<file path="config.mk">
export PLATFORM = sky130hd
export DESIGN_NAME = multipath_channel
export DESIGN_NICKNAME = d
export VERILOG_FILES = /design/src/rtl/multipath_channel.sv
export SDC_FILE = /design/constraint.sdc
export NUM_CORES = 1
export LEC_CHECK = 0
export CAP_MARGIN = 20
export CORE_AREA = 2 2 131 133
export CTS_CLUSTER_DIAMETER = 100
export CTS_CLUSTER_SIZE = 28
export DETAILED_ROUTE_END_ITERATION = 10
export DIE_AREA = 0 0 133 135
export DONT_BUFFER_PORTS = 1
export SLEW_MARGIN = 20
export SYNTH_ARGS = -nofsm -noshare
export SYNTH_HDL_FRONTEND = slang
export SYNTH_SLANG_ARGS = --single-unit
export TNS_END_PERCENT = 30
</file>
<file path="constraint.sdc">
create_clock -name clk -period 7.4 [get_ports clk]
set_input_delay 1.11 -clock clk [delete_from_list [all_inputs] [get_ports clk]]
set_output_delay 1.11 -clock clk [all_outputs]
set_load 0.01 [all_outputs]
</file>
<file path="src/rtl/multipath_channel.sv">
// multipath_channel: programmable multi-tap echo channel with attenuation,
// optional LFSR noise (enable with MULTIPATH_NOISE_EN) and output saturation.
module multipath_channel #(
  parameter int SYM_W             = 2,
  parameter int OUT_W             = 14,
  parameter int DEPTH             = 16,
  parameter int NTAPS             = 4,
  parameter int GAIN_W            = 8,
  parameter int ATTEN_SHIFT       = 6,
  parameter int NOISE_W           = 6,
  parameter logic [15:0] LFSR_SEED = 16'hACE1
) (
  input  logic                                    clk,
  input  logic                                    reset,
  input  logic                                    in_valid,
  output logic                                    in_ready,
  input  logic signed [SYM_W-1:0]                 in_sym,
  input  logic                                    cfg_we,
  input  logic [(NTAPS>1?$clog2(NTAPS):1)-1:0]    cfg_tap,
  input  logic [$clog2(DEPTH)-1:0]                cfg_delay,
  input  logic signed [GAIN_W-1:0]                cfg_gain,
  output logic                                    out_valid,
  output logic signed [OUT_W-1:0]                 out_sample,
  output logic                                    sat_flag
);

  localparam int DW = $clog2(DEPTH);
  localparam int KW = (NTAPS > 1) ? $clog2(NTAPS) : 1;
  localparam int PW = SYM_W + GAIN_W;
  localparam int AW = SYM_W + GAIN_W + $clog2(NTAPS) + 1;
  localparam int SW = ((AW > NOISE_W) ? AW : NOISE_W) + 1;
  localparam int CW = ((SW > OUT_W) ? SW : OUT_W) + 1;

  localparam logic signed [GAIN_W-1:0] UNITY = GAIN_W'(1 << ATTEN_SHIFT);
  localparam logic signed [CW-1:0] MAXV =
    {{(CW-OUT_W+1){1'b0}}, {(OUT_W-1){1'b1}}};
  localparam logic signed [CW-1:0] MINV = ~MAXV;

  if (LFSR_SEED == 16'h0 || DEPTH < 2 ||
      (DEPTH & (DEPTH - 1)) != 0) begin : g_bad_param
    $error("multipath_channel: illegal parameters");
  end

  typedef enum logic [1:0] {
    IDLE,
    ACCUM,
    SCALE,
    OUT
  } state_t;

  state_t state, state_nx;

  logic signed [SYM_W-1:0]  dline [DEPTH];
  logic [DW-1:0]            wptr;
  logic [DW-1:0]            base;
  logic [KW-1:0]            k;
  logic [DW-1:0]            sh_dly  [NTAPS];
  logic signed [GAIN_W-1:0] sh_gain [NTAPS];
  logic [DW-1:0]            ac_dly  [NTAPS];
  logic signed [GAIN_W-1:0] ac_gain [NTAPS];
  logic [DW-1:0]            nx_dly  [NTAPS];
  logic signed [GAIN_W-1:0] nx_gain [NTAPS];
  logic signed [AW-1:0]     acc;
  logic signed [SW-1:0]     s;
  logic signed [SW-1:0]     shifted;
  logic signed [CW-1:0]     sx;
  logic signed [PW-1:0]     prod;
  logic signed [NOISE_W-1:0] noise;
  logic signed [OUT_W-1:0]  clamp;
  logic                     sat_nx;
  logic [DW-1:0]            rd_idx;
  logic                     accept;
  logic                     last_k;

  assign accept  = in_valid && in_ready;
  assign last_k  = (k == KW'(NTAPS - 1));
  assign rd_idx  = base - ac_dly[k];
  assign prod    = PW'(dline[rd_idx]) * PW'(ac_gain[k]);
  assign shifted = SW'(acc >>> ATTEN_SHIFT);
  assign sx      = CW'(s);

  // state register
  always_ff @(posedge clk or negedge reset) begin
    if (!reset) state <= IDLE;
    else        state <= state_nx;
  end

  // next state and handshake
  always_comb begin
    state_nx = state;
    in_ready = 1'b0;
    case (state)
      IDLE: begin
        in_ready = 1'b1;
        if (in_valid) state_nx = ACCUM;
      end
      ACCUM:   if (last_k) state_nx = SCALE;
      SCALE:   state_nx = OUT;
      OUT:     state_nx = IDLE;
      default: state_nx = IDLE;
    endcase
  end

  // shadow taps with this cycle's write folded in
  always_comb begin
    for (int i = 0; i < NTAPS; i++) begin
      nx_dly[i]  = sh_dly[i];
      nx_gain[i] = sh_gain[i];
      if (cfg_we && cfg_tap == KW'(i)) begin
        nx_dly[i]  = cfg_delay;
        nx_gain[i] = cfg_gain;
      end
    end
  end

  // shadow and active tap registers
  always_ff @(posedge clk or negedge reset) begin
    if (!reset) begin
      for (int i = 0; i < NTAPS; i++) begin
        sh_dly[i]  <= '0;
        sh_gain[i] <= (i == 0) ? UNITY : '0;
        ac_dly[i]  <= '0;
        ac_gain[i] <= (i == 0) ? UNITY : '0;
      end
    end else begin
      for (int i = 0; i < NTAPS; i++) begin
        sh_dly[i]  <= nx_dly[i];
        sh_gain[i] <= nx_gain[i];
        if (accept) begin
          ac_dly[i]  <= nx_dly[i];
          ac_gain[i] <= nx_gain[i];
        end
      end
    end
  end

  // circular delay line
  always_ff @(posedge clk or negedge reset) begin
    if (!reset) begin
      for (int i = 0; i < DEPTH; i++) dline[i] <= '0;
      wptr <= '0;
    end else if (accept) begin
      dline[wptr] <= in_sym;
      wptr        <= wptr + DW'(1);
    end
  end

  // tap accumulation and scaling
  always_ff @(posedge clk or negedge reset) begin
    if (!reset) begin
      base <= '0;
      k    <= '0;
      acc  <= '0;
      s    <= '0;
    end else begin
      case (state)
        IDLE: if (accept) begin
          base <= wptr;
          k    <= '0;
          acc  <= '0;
        end
        ACCUM: begin
          acc <= acc + AW'(prod);
          k   <= k + KW'(1);
        end
        SCALE:   s <= shifted + SW'(noise);
        default: ;
      endcase
    end
  end

  // saturation
  always_comb begin
    clamp  = sx[OUT_W-1:0];
    sat_nx = 1'b0;
    if (sx > MAXV) begin
      clamp  = MAXV[OUT_W-1:0];
      sat_nx = 1'b1;
    end else if (sx < MINV) begin
      clamp  = MINV[OUT_W-1:0];
      sat_nx = 1'b1;
    end
  end

  // output registers
  always_ff @(posedge clk or negedge reset) begin
    if (!reset) begin
      out_valid  <= 1'b0;
      out_sample <= '0;
      sat_flag   <= 1'b0;
    end else begin
      out_valid <= (state == OUT);
      if (state == OUT) begin
        out_sample <= clamp;
        sat_flag   <= sat_nx;
      end
    end
  end

`ifdef MULTIPATH_NOISE_EN
  logic [15:0] lfsr;

  assign noise = lfsr[NOISE_W-1:0];

  // noise LFSR, steps once per output
  always_ff @(posedge clk or negedge reset) begin
    if (!reset)            lfsr <= LFSR_SEED;
    else if (state == OUT) lfsr <= {lfsr[0] ^ lfsr[2] ^ lfsr[3] ^ lfsr[5],
                                    lfsr[15:1]};
  end
`else
  assign noise = '0;
`endif

endmodule

</file>
# Word-level counts from Yosys, hierarchy flattened
# Cells that the tools add are included.
[word_totals]
word_cells = 109
input_bits = 20
ff_bits = 176
[op_classes]
addsub = 4
mux = 32
reduce_logical = 12
eq_ne = 10
order_cmp = 6
mul = 1
bitwise_logic = 3
[ops]
columns = ["op", "n"]
rows = [
  ["2-to-1 mux 8 bit", 6],
  ["bitwise mux 32 bit", 1],
  ["2-to-1 mux 14 bit", 2],
  ["one-hot mux 13 bit (2 select lines)", 1],
  ["2-to-1 mux 4 bit", 6],
  ["binary-select mux 8 bit (select 2 bit)", 1],
  ["greater-than comparator 7 x 14 -> 1 bit, second input constant", 1],
  ["less-than comparator 7 x 14 -> 1 bit, second input constant", 1],
  ["adder 13 x 10 -> 13 bit", 1],
  ["2-to-1 mux 13 bit", 1],
  ["2-to-1 mux 2 bit", 6],
  ["== test 2 bit, second input constant", 5],
  [">= comparator 5 bit, second input constant", 2],
  ["multiplier 2 x 8 -> 10 bit", 1],
  ["inverter 4 -> 5 bit", 2],
  ["binary-select mux 2 bit (select 4 bit)", 1],
  ["binary-select mux 4 bit (select 2 bit)", 1],
  ["demux 2 bit (select 4 bit)", 1],
  ["one-hot mux 2 bit (4 select lines)", 1],
  ["logical AND 1 bit", 6],
  ["!= test 2 bit, second input constant", 3],
  ["AND reduction 2 bit", 3],
  ["less-than comparator 5 x 1 -> 1 bit, second input constant", 1],
  ["adder 4 x 1 -> 4 bit, second input constant", 1],
  ["9 further kinds", 13],
]

# Logic depth before layout (Yosys ltp)
# Gate-level depths: netlist (run 1).
[logic_depth]
word_depth = 12
mapped_depth = 23
depth_no_buf = 20

# Worst setup path before layout (run 1)
# No wires, ideal clock.
[synth_path]
kind = "flip-flop to flip-flop"
from = "register k[0]"
to = "register acc[10]"
n_path_buf = 3
t_required_ps = 7278
t_arrival_ps = 5449
stages_incl_launch_ff = 21
path_slack_ps = 1830
path_cell_list = "dfrtp_1 buf_6 clkbuf_1 mux4_2 ha_1 inv_1 fa_1 clkbuf_1 mux4_2 mux2_2 mux2_4 or2b_1 fa_1 fa_1 nor2b_1 o21ai_0 a21boi_0 o21bai_1 a21boi_0 o21ai_0 a32o_1"
[synth_between]
elab_chain_cells = 12
[synth_lines]
columns = ["item", "line", "text"]
rows = [
  ["start: declaration", "56", "logic [KW-1:0] k;"],
  ["start signal: assignment", "164", "k <= k + KW'(1);"],
  ["inverter 2 -> 3 bit (not written as such) (*)", "77, 78", ""],
  ["binary-select mux 4 bit (select 2 bit)", "77", "assign rd_idx = base - ac_dly[k];"],
  ["2-to-1 mux 4 bit (not written as such) (2 in series)", "77", ""],
  ["subtractor 4 bit", "77", ""],
  ["inverter 4 -> 5 bit (not written as such)", "78", "assign prod = PW'(dline[rd_idx]) * PW'(ac_gain[k]);"],
  ["binary-select mux 2 bit (select 4 bit)", "78", ""],
  ["2-to-1 mux 2 bit (not written as such) (2 in series)", "78", ""],
  ["multiplier 2 x 8 -> 10 bit (*)", "78", ""],
  ["adder 13 x 10 -> 13 bit (*)", "163", "acc <= acc + AW'(prod);"],
  ["one-hot mux 13 bit (2 select lines) (*)", "156", "case (state)"],
  ["end signal: assignment", "163", ""],
  ["end: declaration", "63", "logic signed [AW-1:0] acc;"],
]
# Every way passes the cells marked *; elsewhere a longest branch is shown, timed or not. The select of a mux whose other input is x is not followed.
# A chain may end at the register's enable or synchronous reset.

# Worst setup path in the final report (run 1)
[layout_path]
from = "register k[1]"
to = "register acc[10]"
# The elaborated chain is that of the path after synthesis.

==> summary.txt, run 1 <==
Layout
  – Share of cells above drive strength 1: 0.343
  – Multi-input logic area: 3680 µm²
  – Area growth syn-to-layout: 8.93%
  – Layout Nets: between 600 and 700
  – Sequential cell area: 4230 µm²
  – Antenna cell count: 0
  – Fillers: 1330

Drt
  – Wire per inst: approximately 18 µm
  – Via count: 4541
  – Via density: 5.48
  – Iteration-0 DRC Markers: 220
  – Residual DRC: 0
  – DRT Pass-1 Iters: 4
  – Post-DRT Antenna Nets: 0
  – Post-Route WL: roughly 15000 µm

Placed design
  – Pre-CTS worst setup slack: between 1.5 and 2 ns
  – Gpl congestion: around 0.82
  – DPL Wire Length: 10000 µm
  – # port buffers: 0

Run status
  – Status: complete, no violations

Worst setup path
  – WP data arrival: around 6.0 ns
  – Worst EP required: slightly below 8 ns
  – Crit Path Category: reg2reg
  – Setup crit end kind: flip-flop
  – Crit-path max FO: 14
  – Startpoint types: flip-flop

STA
  – Tmin final: 5.64 ns
  – Least-Margin Pin Slew: 0.863 ns
  – Hold_ws: 0.370 ns
  – Unrepaired setup endpoints after global routing: false
  – Setup ws final: approximately 1.8 ns
  – Final worst-path cycle share: 0.762
  – Final setup TNS: 0 ns
  – Max-Slew Margin vs Limit: 0.423
  – Fmax: approximately 180 MHz
  – Final Hold Vio Count: 0
  – Fin. max-slew vios: 0
  – Final setup violating endpoints: 0
  – Worst clock skew: around 0.013 ns

Synthesis
  – Synth Cell Area: about 8000 µm²
  – Post-Synth XOR/XNOR Area: 0.0136
  – Area share of fa/ha/maj cells after synthesis: 0.0700
  – Syn nets: 661
  – Mapped Cells: 603
  – Largest area contributor in the netlist: dfrtp_1
  – Main combinational cell family by area after synthesis: multiplexers
  – Synth Area in Compound Gates: 0.0439
  – Synth Area in Simple Gates: 0.0576
  – Share of the synthesized area in the top cell type: 0.510
  – Post-synthesis mux area share: 0.262
  – Sequential area share after synthesis: 0.517
  – Main area contributors after synthesis: dfrtp_1, mux2_2, mux4_2, ha_1, fa_1
  – Primary FF master, synth: dfrtp_1
  – Synthesis-stage register bit count: between 150 and 200
  – Post-synthesis cell type count: 57
  – Yosys warnings: 0
  – Syn_area_per_cell: around 14 µm²
  – Ys async rst share: 1.00
  – Post-synth EDFFs: 0

Floorplanning
  – Initial Util: 0.499
  – Core ar.: ~16000 µm²
  – Cell Rows: 47
  – Die X: around 130 µm
  – Full die area: 18000 µm²
  – IO Pins: 37
  – Die Ht: around 140 µm

Clocking
  – Reg clk slew, reported paths: 0.07 ns
  – Bufs on Longest Clock Path: 2
  – CTS tree: yes
  – Clk sinks: 169
  – Cts hold-fix bufs: 0
  – Clk_lat worst skew: 0.43 ns
  – H-tree levels: 4
  – CTS resizes: 0
  – Root Driver: clkbuf_16
  – Post CTS Setup Buffer Count: 0
  – Number of CTS-inserted buffers: 17

Global routing
  – First-pass GRT wire length: 25900 µm
  – Largest net degree at the start of global routing: 170
  – Initial antenna violation count: 0
  – M3 GR Usage: 0.0443
  – Busiest grt layer: met2
  – Total Routing Usage GR: 0.186
  – GR Overflow Total: 0
  – GRT met2 Usage: 0.297
  – Number of global-route vias before repair: between 4000 and 5000
  – Met1 Use GR: 0.254

Worst hold path
  – Worst min-delay path class: in2async

Flow run
  – Max-cap viol count: 0
==> synthesized netlist by cell type (2+ instances only) <==
library cell,number
and2_1,4
fa_1,13
o31ai_1,2
buf_4,7
xnor2_1,6
nor2_1,19
a22o_1,2
nor3_1,2
buf_2,2
mux2_2,147
a21o_1,5
mux4_2,18
o21ai_0,17
or3_1,3
o21bai_1,3
dfstp_2,2
mux4_1,2
mux2i_1,2
a21boi_0,3
nand3_1,8
nand2b_1,4
buf_1,8
nand2_1,32
ha_1,25
nand3b_1,4
nor3b_1,2
xor2_1,4
a32o_1,2
o21ai_1,2
clkbuf_1,12
inv_1,36
a21oi_1,6
dfrtp_1,167
or2b_1,6
o21a_1,2
nor2b_1,3
==> worst paths after layout <==
path | end | depth (start not counted) | start | slack, ns
worst max-delay path | acc[10] | 17 | k[1] | 1.76
worst max register to register | acc[10] | 17 | k[1] | 1.76
worst min-delay path | sh_gain[19] | 0 | reset | 0.37
min in group clk | acc[2] | 2 | acc[2] | 0.48
max in group asynchronous | out_sample[4] | 0 | reset | 6.70
worst min register to register | acc[2] | 2 | acc[2] | 0.48
==> worst max-delay path, stage by stage (launching register included) <==
cell and delay, ns:
dfrtp_1 0.80, mux4_2 0.34, ha_1 0.13, inv_1 0.05, fa_1 0.69, mux4_2 0.37
mux2_2 0.28, mux2_4 0.30, or2b_1 0.18, fa_1 0.46, fa_1 0.45, nor2b_1 0.12
o21ai_0 0.10, a21boi_0 0.34, o21bai_1 0.13, a21boi_0 0.34, o21ai_0 0.15, a32o_1 0.27
==> per-layer routing <==
metal,part of all wire,vias to the layer above
met2,0.48,48
met1,0.48,2370
met4,0.012,0
met3,0.026,17
li1,-,2106
met5,0,-
==> final cells by class <==
cell class	instances	area share
sequential	169	0.475
multi-input combinational	367	0.413
clock buffer	17	0.0477
tap	220	0.0309
inverter	37	0.0156
clock inverter	15	0.0153
timing repair buffer	4	0.00337
==> sequential cells by signal, indices dropped and copies added (netlist names), 7 cells and up <==
signal      cells
ac_gain        32
dline          32
sh_gain        32
ac_dly         16
sh_dly         16
acc            13
out_sample      8
s               7
==> logic make-up after synthesis <==
logic type                 count (synthesis)
and+or+nand+nor                           94
adders and majority gates                 38
xor gates and xnor gates                  11
other                                      1
DFF                                      169
buffers and inverters                     67
muxes                                    170
AOI/OAI and AO/OA                         53
==> cells in the final DEF, fill, tap and decap left out, types with 5 or more instances in the layout <==
| cell | instances |
|---|---|
| inv_1 | 36 |
| nor2_1 | 18 |
| nand2_1 | 32 |
| a21o_1 | 5 |
| xnor2_1 | 6 |
| fa_1 | 13 |
| o21ai_0 | 17 |
| nand3_1 | 8 |
| a21oi_1 | 6 |
| clkbuf_16 | 17 |
| mux2_2 | 147 |
| mux4_2 | 18 |
| clkinvlp_4 | 5 |
| dfrtp_1 | 167 |
| ha_1 | 25 |
| or2b_1 | 6 |
==> through the flow <==
step,cell area [µm²],cells,utilization
5_1_grt,8920,829,0.544
6_report,8920,829,0.544
2_1_floorplan,8190,603,-
3_5_place_dp,8360,797,0.509
3_3_place_gp,8360,797,0.509
4_1_cts,8920,829,0.544
Power of run 1 is not shown: default switching activity piles up to over one toggle a cycle in this logic, so the estimate is an artifact.
==> run 2, diff against run 1 <==
==> constraint.sdc (replaced) <==
create_clock -name clk -period 5.9 [get_ports clk]
set_input_delay 0.885 -clock clk [delete_from_list [all_inputs] [get_ports clk]]
set_output_delay 0.885 -clock clk [all_outputs]
set_load 0.01 [all_outputs]
==> run 2 against run 1 <==
Clock skew is 0.0025 ns lower; non-clock buffer count is 2 higher; cell count is 0.12% higher; wire length hardly changed; utilization is 0.22 points higher; via count is 0.42% higher; worst setup slack worse by 1.3 ns; global-route usage is 0.078 points lower; flip-flop and latch count stayed put; critical path depth stayed put; sequential share of layout area is 0.19 points lower; largest cell class unchanged.
==> summary.txt, run 2 (synthesized netlist as in run 1, its figures left out) <==
Worst setup path
  – WP data arrival: 5.77 ns (-0.18 ns)
  – Crit-path max FO: 8 (-6)
  – Delay-heaviest family, CP: adder cells
  – CP max-delay cell: mux4_2
  – Setup crit end kind: flip-flop
  – Critical path's largest stage delay: 0.55 ns (-0.25 ns)
  – Startpoint types: flip-flop
  – Cell Chain, Critical Path: mux4_2 -> ha_1 -> inv_1 -> fa_1 -> mux4_2 -> mux2_2 -> mux2_4 -> or2b_1 -> fa_1 -> fa_1 -> nor2b_1 -> o21ai_0 -> a21boi_0 -> o21bai_1 -> a21boi_0 -> o21ai_0 -> a32o_1
  – Worst EP required: 6.21 ns (-1.50 ns)
  – WP buf/inv: 1 (unchanged)
  – Crit Path Category: reg2reg
  – CP most frequent cell: fa_1

Flow run
  – Max-cap viol count: 0 (unchanged)

Layout
  – Layout Nets: 656 (+0.31%)
  – Commonest non-fill, non-tap cell in the layout: dfrtp_1
  – Finished Layout Cells: 830 (+0.12%)
  – Biggest regs: ac_gain (32), dline (32), sh_gain (32)
  – Leading cell types in the layout, fill and taps excluded: dfrtp_1, mux2_2, inv_1, nand2_1, ha_1
  – Antenna cell count: 0 (unchanged)
  – Share of cells above drive strength 1: 0.343 (-0.000563)
  – Area growth syn-to-layout: 9.37%
  – Final Cell Area: 8950 µm² (+0.41%)

Clocking
  – Clk_lat worst skew: 0.43 ns (about the same)
  – Bufs on Longest Clock Path: 2 (unchanged)
  – CTS resizes: 0 (unchanged)
  – Number of CTS-inserted buffers: 17 (unchanged)
  – H-tree levels: 4 (unchanged)
  – Root Driver: clkbuf_16
  – CTS tree: yes
  – Cts hold-fix bufs: 0 (unchanged)
  – Clk sinks: 169 (unchanged)
  – Reg clk slew, reported paths: 0.07 ns (about the same)
  – Post CTS Setup Buffer Count: 0 (unchanged)

Floorplanning
  – IO Pins: 37 (unchanged)
  – Die Ht: 135 µm (unchanged)
  – Initial Util: 0.499 (unchanged)
  – Die X: 133 µm (unchanged)
  – Full die area: 18000 µm² (unchanged)
  – Core ar.: 16400 µm² (unchanged)
  – Cell Rows: 47 (unchanged)

Placed design
  – Post-Place Cells: 799 (+0.25%)
  – # port buffers: 0 (unchanged)
  – Placed inst area: 8370 µm² (+0.18%)
  – DPL Wire Length: 10200 µm (+2.1%)
  – Gpl congestion: 0.843 (+3.1%)

Drt
  – Routed length on met1: 7030 µm (-3.9%)
  – Residual DRC: 0 (unchanged)
  – DRT Pass-1 Iters: 4 (unchanged)
  – Max layer used: met4
  – Routed wl met2: 7630 µm (+4.8%)
  – Post-Route WL: 15200 µm (about the same)
  – Wire per inst: 18.3 µm (-0.19%)
  – Iteration-0 DRC Markers: 207 (-5.9%)
  – Met3 wire length: 363 µm (-6.2%)
  – Post-DRT Antenna Nets: 0 (unchanged)
  – Via density: 5.49 (+0.30%)
  – Via count: 4560 (+0.42%)

STA
  – Max-Slew Margin vs Limit: 0.315 (-0.107)
  – Tmin final: 5.46 ns (-0.186 ns)
  – Final setup TNS: 0 ns (unchanged)
  – Final worst-path cycle share: 0.925 (+0.162)
  – Fin. max-slew vios: 0 (unchanged)
  – Least-Margin Pin Slew: 1.02 ns (+0.161 ns)
  – Hold_ws: 0.146 ns (-0.224 ns)
  – Worst clock skew: 0.0106 ns (-0.00254 ns)
  – Final Hold Vio Count: 0 (unchanged)
  – Unrepaired setup endpoints after global routing: false
  – Final setup violating endpoints: 0 (unchanged)
  – Fmax: 183 MHz (+3.4%)

Global routing
  – Largest net degree at the start of global routing: 170 (unchanged)
  – First-pass GRT wire length: 25500 µm (-1.7%)
  – Initial antenna violation count: 0 (unchanged)
  – Total Routing Usage GR: 0.185 (-0.000780)
  – Number of global-route vias before repair: 4835 (-1.2%)
  – GR Overflow Total: 0 (unchanged)

Worst hold path
  – Worst min-delay path class: in2async

Run status
  – Status: complete, no violations
[run 2: cell count changes in the layout (fill, tap and decap cells not counted), sizes merged]
cell / previous run / this run
buf: 4 / 6
clkinv: 4 / 3
bufinv: 0 / 2
clkbuf: 17 / 19
clkinvlp: 5 / 2
inv: 43 / 42
[run 2: worst register-to-register path, delay by kind of cell (launching register included)]
kind | cells | cell delay [ns]
fa+ha+maj | 4 | 1.65
mux | 4 | 1.47
compound gates | 6 | 1.35
flops | 1 | 0.49
simple gates | 2 | 0.31
buf+inv | 1 | 0.08
[run 2: metal layers]
metal / global-route usage / vias to the layer above
met2: 0.311 / 44
li1: - / 2117
met1: 0.241 / 2390
met3: 0.0424 / 9
met4: 0.0568 / 0
met5: 0 / -
[run 2: final cells by class]
cell class,count,area (µm²)
well taps,220,275
repair buffers,6,45.0
clock buffers,19,443
inverters,37,139
flip-flops and latches,169,4230
clock inverters,12,140
multi-input cells,367,3680
fillers,1356,7450
[run 2: through the flow]
| stage | worst slack (ns) | utilization |
|---|---|---|
| after detailed placement | 0.461 | 0.510 |
| after floorplan | 0.330 | - |
| after global placement | 0.595 | 0.510 |
| final | 0.444 | 0.546 |
| after global routing | 0.110 | 0.546 |
| after CTS | 0.424 | 0.546 |
[run 2: final timing paths]
| path | startpoint | to | slack [ns] | cells after the start |
|---|---|---|---|---|
| worst min-delay path | reset | sh_gain[17] | 0.15 | 0 |
| worst max-delay path | k[0] | acc[10] | 0.44 | 17 |
| worst min register to register | sh_gain[0] | sh_gain[0] | 0.49 | 1 |
| min in group clk | sh_gain[0] | sh_gain[0] | 0.49 | 1 |
| worst max register to register | k[0] | acc[10] | 0.44 | 17 |
| max in group asynchronous | reset | s[4] | 5.49 | 0 |
Power of run 2 is left out for the same reason.
